--- config.mk ---
export PLATFORM = sky130hd
export DESIGN_NAME = dab_gate_driver
export DESIGN_NICKNAME = d
export VERILOG_FILES = /design/src/rtl/dab_pkg.sv /design/src/rtl/dab_leg_deadtime.sv /design/src/rtl/dab_gate_driver.sv
export SDC_FILE = /design/constraint.sdc
export NUM_CORES = 1
export LEC_CHECK = 0
export BUFFER_PORTS_ARGS = -buffer_cell sky130_fd_sc_hd__buf_2
export CAP_MARGIN = 20
export CORE_MARGIN = 5
export CORE_UTILIZATION = 50
export CTS_BUF_LIST = sky130_fd_sc_hd__clkbuf_4
export CTS_CLUSTER_SIZE = 25
export DETAILED_ROUTE_END_ITERATION = 7
export HOLD_SLACK_MARGIN = 0.1
export MAX_ROUTING_LAYER = met4
export PLACE_DENSITY_LB_ADDON = 0.12
export SLEW_MARGIN = 15
export SYNTH_ARGS = -nofsm -noshare
export SYNTH_HDL_FRONTEND = slang
export SYNTH_SLANG_ARGS = --single-unit
--- constraint.sdc ---
create_clock -name clk -period 2.3 [get_ports clk]
set_input_delay 0.345 -clock clk [delete_from_list [all_inputs] [get_ports clk]]
set_output_delay 0.345 -clock clk [all_outputs]
set_load 0.01 [all_outputs]
--- src/rtl/dab_pkg.sv ---
// Shared constants for the DAB gate driver: level codes, leg state encoding
// and gate bit positions within each bridge's 4-bit gate word.
package dab_pkg;

   localparam logic [1:0] V_POS  = 2'b01;
   localparam logic [1:0] V_ZERO = 2'b00;
   localparam logic [1:0] V_NEG  = 2'b11;
   localparam logic [1:0] V_ILL  = 2'b10;

   typedef enum logic [2:0] {
      OFF,
      LO_ON,
      DT_UP,
      HI_ON,
      DT_DN
   } leg_state_t;

   localparam int G_AH = 0;
   localparam int G_AL = 1;
   localparam int G_BH = 2;
   localparam int G_BL = 3;

endpackage

--- src/rtl/dab_leg_deadtime.sv ---
// One half-bridge leg: five-state FSM with a dead-interval counter between
// low-side and high-side conduction. Gate outputs are registered.
module dab_leg_deadtime
   import dab_pkg::*;
#(
   parameter int DT_WIDTH = 8
) (
   input  logic                clk,
   input  logic                rst,
   input  logic                ce,
   input  logic                en,
   input  logic                target,
   input  logic [DT_WIDTH-1:0] load,
   output logic                hi,
   output logic                lo
);

   localparam logic [DT_WIDTH-1:0] ONE = DT_WIDTH'(1);

   leg_state_t          state_reg, state_next;
   logic [DT_WIDTH-1:0] cnt_reg, cnt_next;

   always_comb begin
      state_next = state_reg;
      cnt_next   = cnt_reg;
      if (!en) begin
         // Disable bypasses the clock enable so the gates drop promptly.
         state_next = OFF;
         cnt_next   = '0;
      end else if (ce) begin
         unique case (state_reg)
            OFF: begin
               cnt_next   = load;
               state_next = target ? DT_UP : DT_DN;
            end
            LO_ON: if (target) begin
               cnt_next   = load;
               state_next = DT_UP;
            end
            DT_UP: begin
               if (!target)          state_next = LO_ON;
               else if (cnt_reg <= ONE) state_next = HI_ON;
               else                  cnt_next   = cnt_reg - ONE;
            end
            HI_ON: if (!target) begin
               cnt_next   = load;
               state_next = DT_DN;
            end
            DT_DN: begin
               if (target)           state_next = HI_ON;
               else if (cnt_reg <= ONE) state_next = LO_ON;
               else                  cnt_next   = cnt_reg - ONE;
            end
            default: state_next = OFF;
         endcase
      end
   end

   always_ff @(posedge clk or posedge rst) begin
      if (rst) begin
         state_reg <= OFF;
         cnt_reg   <= '0;
         hi        <= 1'b0;
         lo        <= 1'b0;
      end else begin
         state_reg <= state_next;
         cnt_reg   <= cnt_next;
         hi        <= (state_next == HI_ON);
         lo        <= (state_next == LO_ON);
      end
   end

endmodule

--- src/rtl/dab_gate_driver.sv ---
// DAB gate driver: decodes V1/V2 levels into per-leg targets (one leg moves
// per level change) and drives four deadtime-protected legs.
module dab_gate_driver
   import dab_pkg::*;
#(
   parameter int DT_WIDTH = 8,
   parameter int DT_MIN   = 1
) (
   input  logic                clk,
   input  logic                rst,
   input  logic                CE,
   input  logic                en,
   input  logic [DT_WIDTH-1:0] dt,
   input  logic signed [1:0]   V1,
   input  logic signed [1:0]   V2,
   output logic [3:0]          Sp,
   output logic [3:0]          Ss,
   output logic                err
);

   localparam logic [DT_WIDTH-1:0] DT_MIN_V = DT_WIDTH'(DT_MIN);

   logic [1:0]          v [2];
   logic [1:0]          tgt_a_reg, tgt_a_next;
   logic [1:0]          tgt_b_reg, tgt_b_next;
   logic [1:0]          lnz_reg, lnz_next;
   logic                err_reg, err_next;
   logic [3:0]          leg_tgt, leg_hi, leg_lo;
   logic [DT_WIDTH-1:0] load;

   assign v[0] = V1;
   assign v[1] = V2;
   assign load = (dt < DT_MIN_V) ? DT_MIN_V : dt;

   // Zero level parks both legs on the side used by the last nonzero level,
   // so each step through zero moves exactly one leg.
   always_comb begin
      tgt_a_next = tgt_a_reg;
      tgt_b_next = tgt_b_reg;
      lnz_next   = lnz_reg;
      err_next   = err_reg;
      if (CE) begin
         for (int b = 0; b < 2; b++) begin
            unique case (v[b])
               V_POS: begin
                  tgt_a_next[b] = 1'b1;
                  tgt_b_next[b] = 1'b0;
                  lnz_next[b]   = 1'b1;
               end
               V_NEG: begin
                  tgt_a_next[b] = 1'b0;
                  tgt_b_next[b] = 1'b1;
                  lnz_next[b]   = 1'b0;
               end
               V_ZERO: begin
                  tgt_a_next[b] = lnz_reg[b];
                  tgt_b_next[b] = lnz_reg[b];
               end
               V_ILL: if (en) err_next = 1'b1;
            endcase
         end
      end
   end

   always_ff @(posedge clk or posedge rst) begin
      if (rst) begin
         tgt_a_reg <= '0;
         tgt_b_reg <= '0;
         lnz_reg   <= '0;
         err_reg   <= 1'b0;
      end else begin
         tgt_a_reg <= tgt_a_next;
         tgt_b_reg <= tgt_b_next;
         lnz_reg   <= lnz_next;
         err_reg   <= err_next;
      end
   end

   assign err     = err_reg;
   assign leg_tgt = {tgt_b_reg[1], tgt_a_reg[1], tgt_b_reg[0], tgt_a_reg[0]};

   generate
      for (genvar gi = 0; gi < 4; gi++) begin : g_leg
         dab_leg_deadtime #(
            .DT_WIDTH (DT_WIDTH)
         ) u_leg (
            .clk    (clk),
            .rst    (rst),
            .ce     (CE),
            .en     (en),
            .target (leg_tgt[gi]),
            .load   (load),
            .hi     (leg_hi[gi]),
            .lo     (leg_lo[gi])
         );
      end
   endgenerate

   always_comb begin
      Sp       = '0;
      Ss       = '0;
      Sp[G_AH] = leg_hi[0];
      Sp[G_AL] = leg_lo[0];
      Sp[G_BH] = leg_hi[1];
      Sp[G_BL] = leg_lo[1];
      Ss[G_AH] = leg_hi[2];
      Ss[G_AL] = leg_lo[2];
      Ss[G_BH] = leg_hi[3];
      Ss[G_BL] = leg_lo[3];
   end

endmodule
==> flow_metrics.env <==
export IMPL_run_status="finished, final reports clean"
export IMPL_cts_buffers=9
export IMPL_pin_count=25
export IMPL_start_util_pct=50.6
export IMPL_avgRoutedWirePerCell_um=16.5
export IMPL_grt_pass1_wl_um=17200
export IMPL_first_pass_iters=4
export IMPL_dieArea_um2=10100
export IMPL_maxSlewHeadroom_pct=58.3
export IMPL_mappedNetlistArea_um2=4120
export IMPL_endpoint_kind="flop"
export IMPL_crit_arrival_ps=2470
export IMPL_fp_coreArea_um2=8130
export IMPL_layout_drive_gt1_share_pct=15.1
export IMPL_rsz0062_at_grt="false"
export IMPL_setup_viol=0
export IMPL_syn_area_per_cell_um2=8.52
export IMPL_synth_nets=516
export IMPL_ff_latch_area_um2=1480
export IMPL_ant_nets=0
export IMPL_ys_async_sr_fraction_pct=100
export IMPL_num_antenna_cells=0
export IMPL_fin_crit_sh_pct=93.2
export IMPL_fin_skew_ps=14.2
export IMPL_dp_cells=591
export IMPL_grt_pass1_vias=3513
export IMPL_synth_main_ff_cell="dfrtp_1"
export IMPL_start_kind="flop"
export IMPL_timing_setup_tns_ps=0
export IMPL_grt_start_max_net_pins=37
export IMPL_drc_errors=0
export IMPL_gp_congestion=0.898
export IMPL_fill_cells=773
export IMPL_clkTransAtPathRegs_ps=110
export IMPL_cp_slowest_cell="or4_1"
export IMPL_area_growth_pct=8.27
export IMPL_hold_class="primary input to flop"
export IMPL_synth_edf_count=0
export IMPL_cts_root_buf="clkbuf_4"
export IMPL_max_clock_freq_mhz=467
export IMPL_critPathRequiredTime_ps=2630
export IMPL_vias_per_cell=5.94
export IMPL_groute_usage_overall_pct=21.6
export IMPL_synth_seq_area_share_pct=35.9
export IMPL_detail_route_iter0_violations=194
export IMPL_path_max_fanout=9
export IMPL_die_w_um=101
export IMPL_cp_cell_sequence="inv_1, ha_1, or2_2, nand4_1, o311ai_4, or4_1, a31oi_1"
export IMPL_htree_levels=3
export IMPL_ys_seq_elements=59
export IMPL_hpwlAfterDp_um=6930
export IMPL_final_hold_violation_count=0
export IMPL_multi_input_area_um2=2370
export IMPL_cts_setup_buffers=0
export IMPL_power_leakage_nw=1.90
export IMPL_fin_ws_ps=156
export IMPL_vdd_drop_max_uv=388
export IMPL_max_stage_delay_ps=530
export IMPL_port_buffers=24
export IMPL_drv_cap=0
export IMPL_clock_latency_ps=410
export IMPL_slew_violations=0
export IMPL_clockBufferDepth=2
export IMPL_pre_cts_ws_ps=198
export IMPL_hold_ws_ps=320
export IMPL_wl_um=10100
export IMPL_grt_overflow=0
export IMPL_crit_type="flop to flop"
export IMPL_nets=531
export IMPL_antenna_found_initial=0
export IMPL_period_minus_slack_ps=2140
export IMPL_synth_distinct_cells=63
export IMPL_ys_warn_count=0
export IMPL_syn_inst=483
export IMPL_num_rows=33
export IMPL_cts_sinks=59
export IMPL_design_area_um2=4460
export IMPL_worstMarginPinSlew_ps=620
export IMPL_cts_tree="yes"
export IMPL_dieHeight_um=101
export IMPL_place_area_um2=4300
export IMPL_post_layout_nonfiller_instances=608
export IMPL_vias=3614
export IMPL_powerDensity_nw_per_um2=804
export IMPL_largest_register_ffs=32
==> layer usage <==
| metal | up-vias | wire, µm | track usage, % |
|---|---|---|---|
| li1 | 1789 | - | - |
| met1 | 1735 | 4640 | 28.8 |
| met2 | 75 | 4890 | 34.1 |
| met3 | 15 | 379 | 2.77 |
| met4 | 0 | 149 | 7.05 |
| met5 | - | 0 | - |
==> cells in the final DEF, fill, tap and decap left out, types with 8 or more instances in the layout <==
| cell | n |
|---|---|
| nand2b_1 | 14 |
| nand3_1 | 9 |
| a21oi_1 | 55 |
| inv_1 | 18 |
| o21ai_0 | 26 |
| nand2_1 | 44 |
| o31ai_1 | 12 |
| buf_2 | 24 |
| a21o_1 | 8 |
| clkbuf_4 | 9 |
| buf_4 | 14 |
| dfrtp_1 | 59 |
| nor2_1 | 35 |
| ha_1 | 17 |
| nor3_1 | 21 |
==> where the power goes <==
group	switching [mW]	leakage, nW	internal, mW	total [mW]
Combinational	0.801	1.04	0.571	1.37
Clock	0.419	0.0845	0.428	0.848
Sequential	0.192	0.785	1.17	1.36
==> cell families (layout without fill, tap and decap cells) <==
group | count (synthesis) | in the layout | synth area share, %
multiplexers | 7 | 7 | 1.70
buffers and inverters | 55 | 75 | 6.51
AND/OR/NAND/NOR | 176 | 176 | 22.1
AO/OA/AOI/OAI | 159 | 159 | 26.3
flip-flops | 59 | 59 | 35.9
XOR/XNOR | 10 | 10 | 2.31
adder cells (fa/ha/maj) | 17 | 17 | 5.17
==> final cells by class <==
cell class	count	area share [%]
clock buffer	9	1.52
clock inverter	7	1.85
inverter	19	1.60
multi-input combinational	369	53.2
sequential	59	33.1
tap	105	2.95
timing repair buffer	40	5.73
==> synthesized netlist by cell type (all sizes together) (8+ instances only) <==
| library cell | instances | area, µm² |
|---|---|---|
| or2 | 9 | 61.3 |
| a21oi | 56 | 284 |
| inv | 19 | 71.3 |
| ha | 17 | 213 |
| a21o | 8 | 60.1 |
| o31ai | 12 | 90.1 |
| buf | 21 | 140 |
| o21ai | 27 | 135 |
| dfrtp | 59 | 1480 |
| clkbuf | 15 | 56.3 |
| nor3 | 21 | 105 |
| nor2 | 36 | 138 |
| nand2 | 44 | 165 |
| nand2b | 14 | 87.6 |
| nand3 | 9 | 45.0 |
==> repair_timing <==
action / CTS / global route
gates resized for setup: 0 / 0
hold buffers: 1 / 0
endpoints found under the setup margin: 0 / 0
hold endpoints to repair: 23 / 0
==> metrics by stage <==
stage	total power, mW	utilization, %
after floorplan	2.40	-
after global placement	2.70	52.8
after detailed placement	2.73	52.8
after CTS	3.59	54.8
after global routing	3.84	54.8
final	3.58	54.8
==> worst max-delay path: cells and delay by family, from the launching register on <==
family / cells / cell delay (ps)
AND/OR/NAND/NOR: 3 / 1000
flip-flops: 1 / 410
AO/OA/AOI/OAI: 2 / 350
adder cells (fa/ha/maj): 1 / 220
buffers and inverters: 1 / 80
==> path summary, 6_finish.rpt <==
check	from	end	slack (ps)	depth (start not counted)
max	g_leg[1].u_leg.cnt_reg[0]$_DFFE_PP0P_	g_leg[1].u_leg.cnt_reg[0]$_DFFE_PP0P_	160	7
min	V1[1]	lnz_reg[0]$_DFFE_PP0P_	320	3
min reg2reg	flop	flop	470	1
max in group asynchronous	rst	g_leg[2].u_leg.state_reg[0]$_DFF_PP0_	1190	4
min in group asynchronous	rst	g_leg[1].u_leg.state_reg[1]$_DFF_PP0_	500	3
max reg2reg	g_leg[1].u_leg.cnt_reg[0]$_DFFE_PP0P_	g_leg[1].u_leg.cnt_reg[0]$_DFFE_PP0P_	160	7
Note: power is estimated with default switching activity, not from simulation.
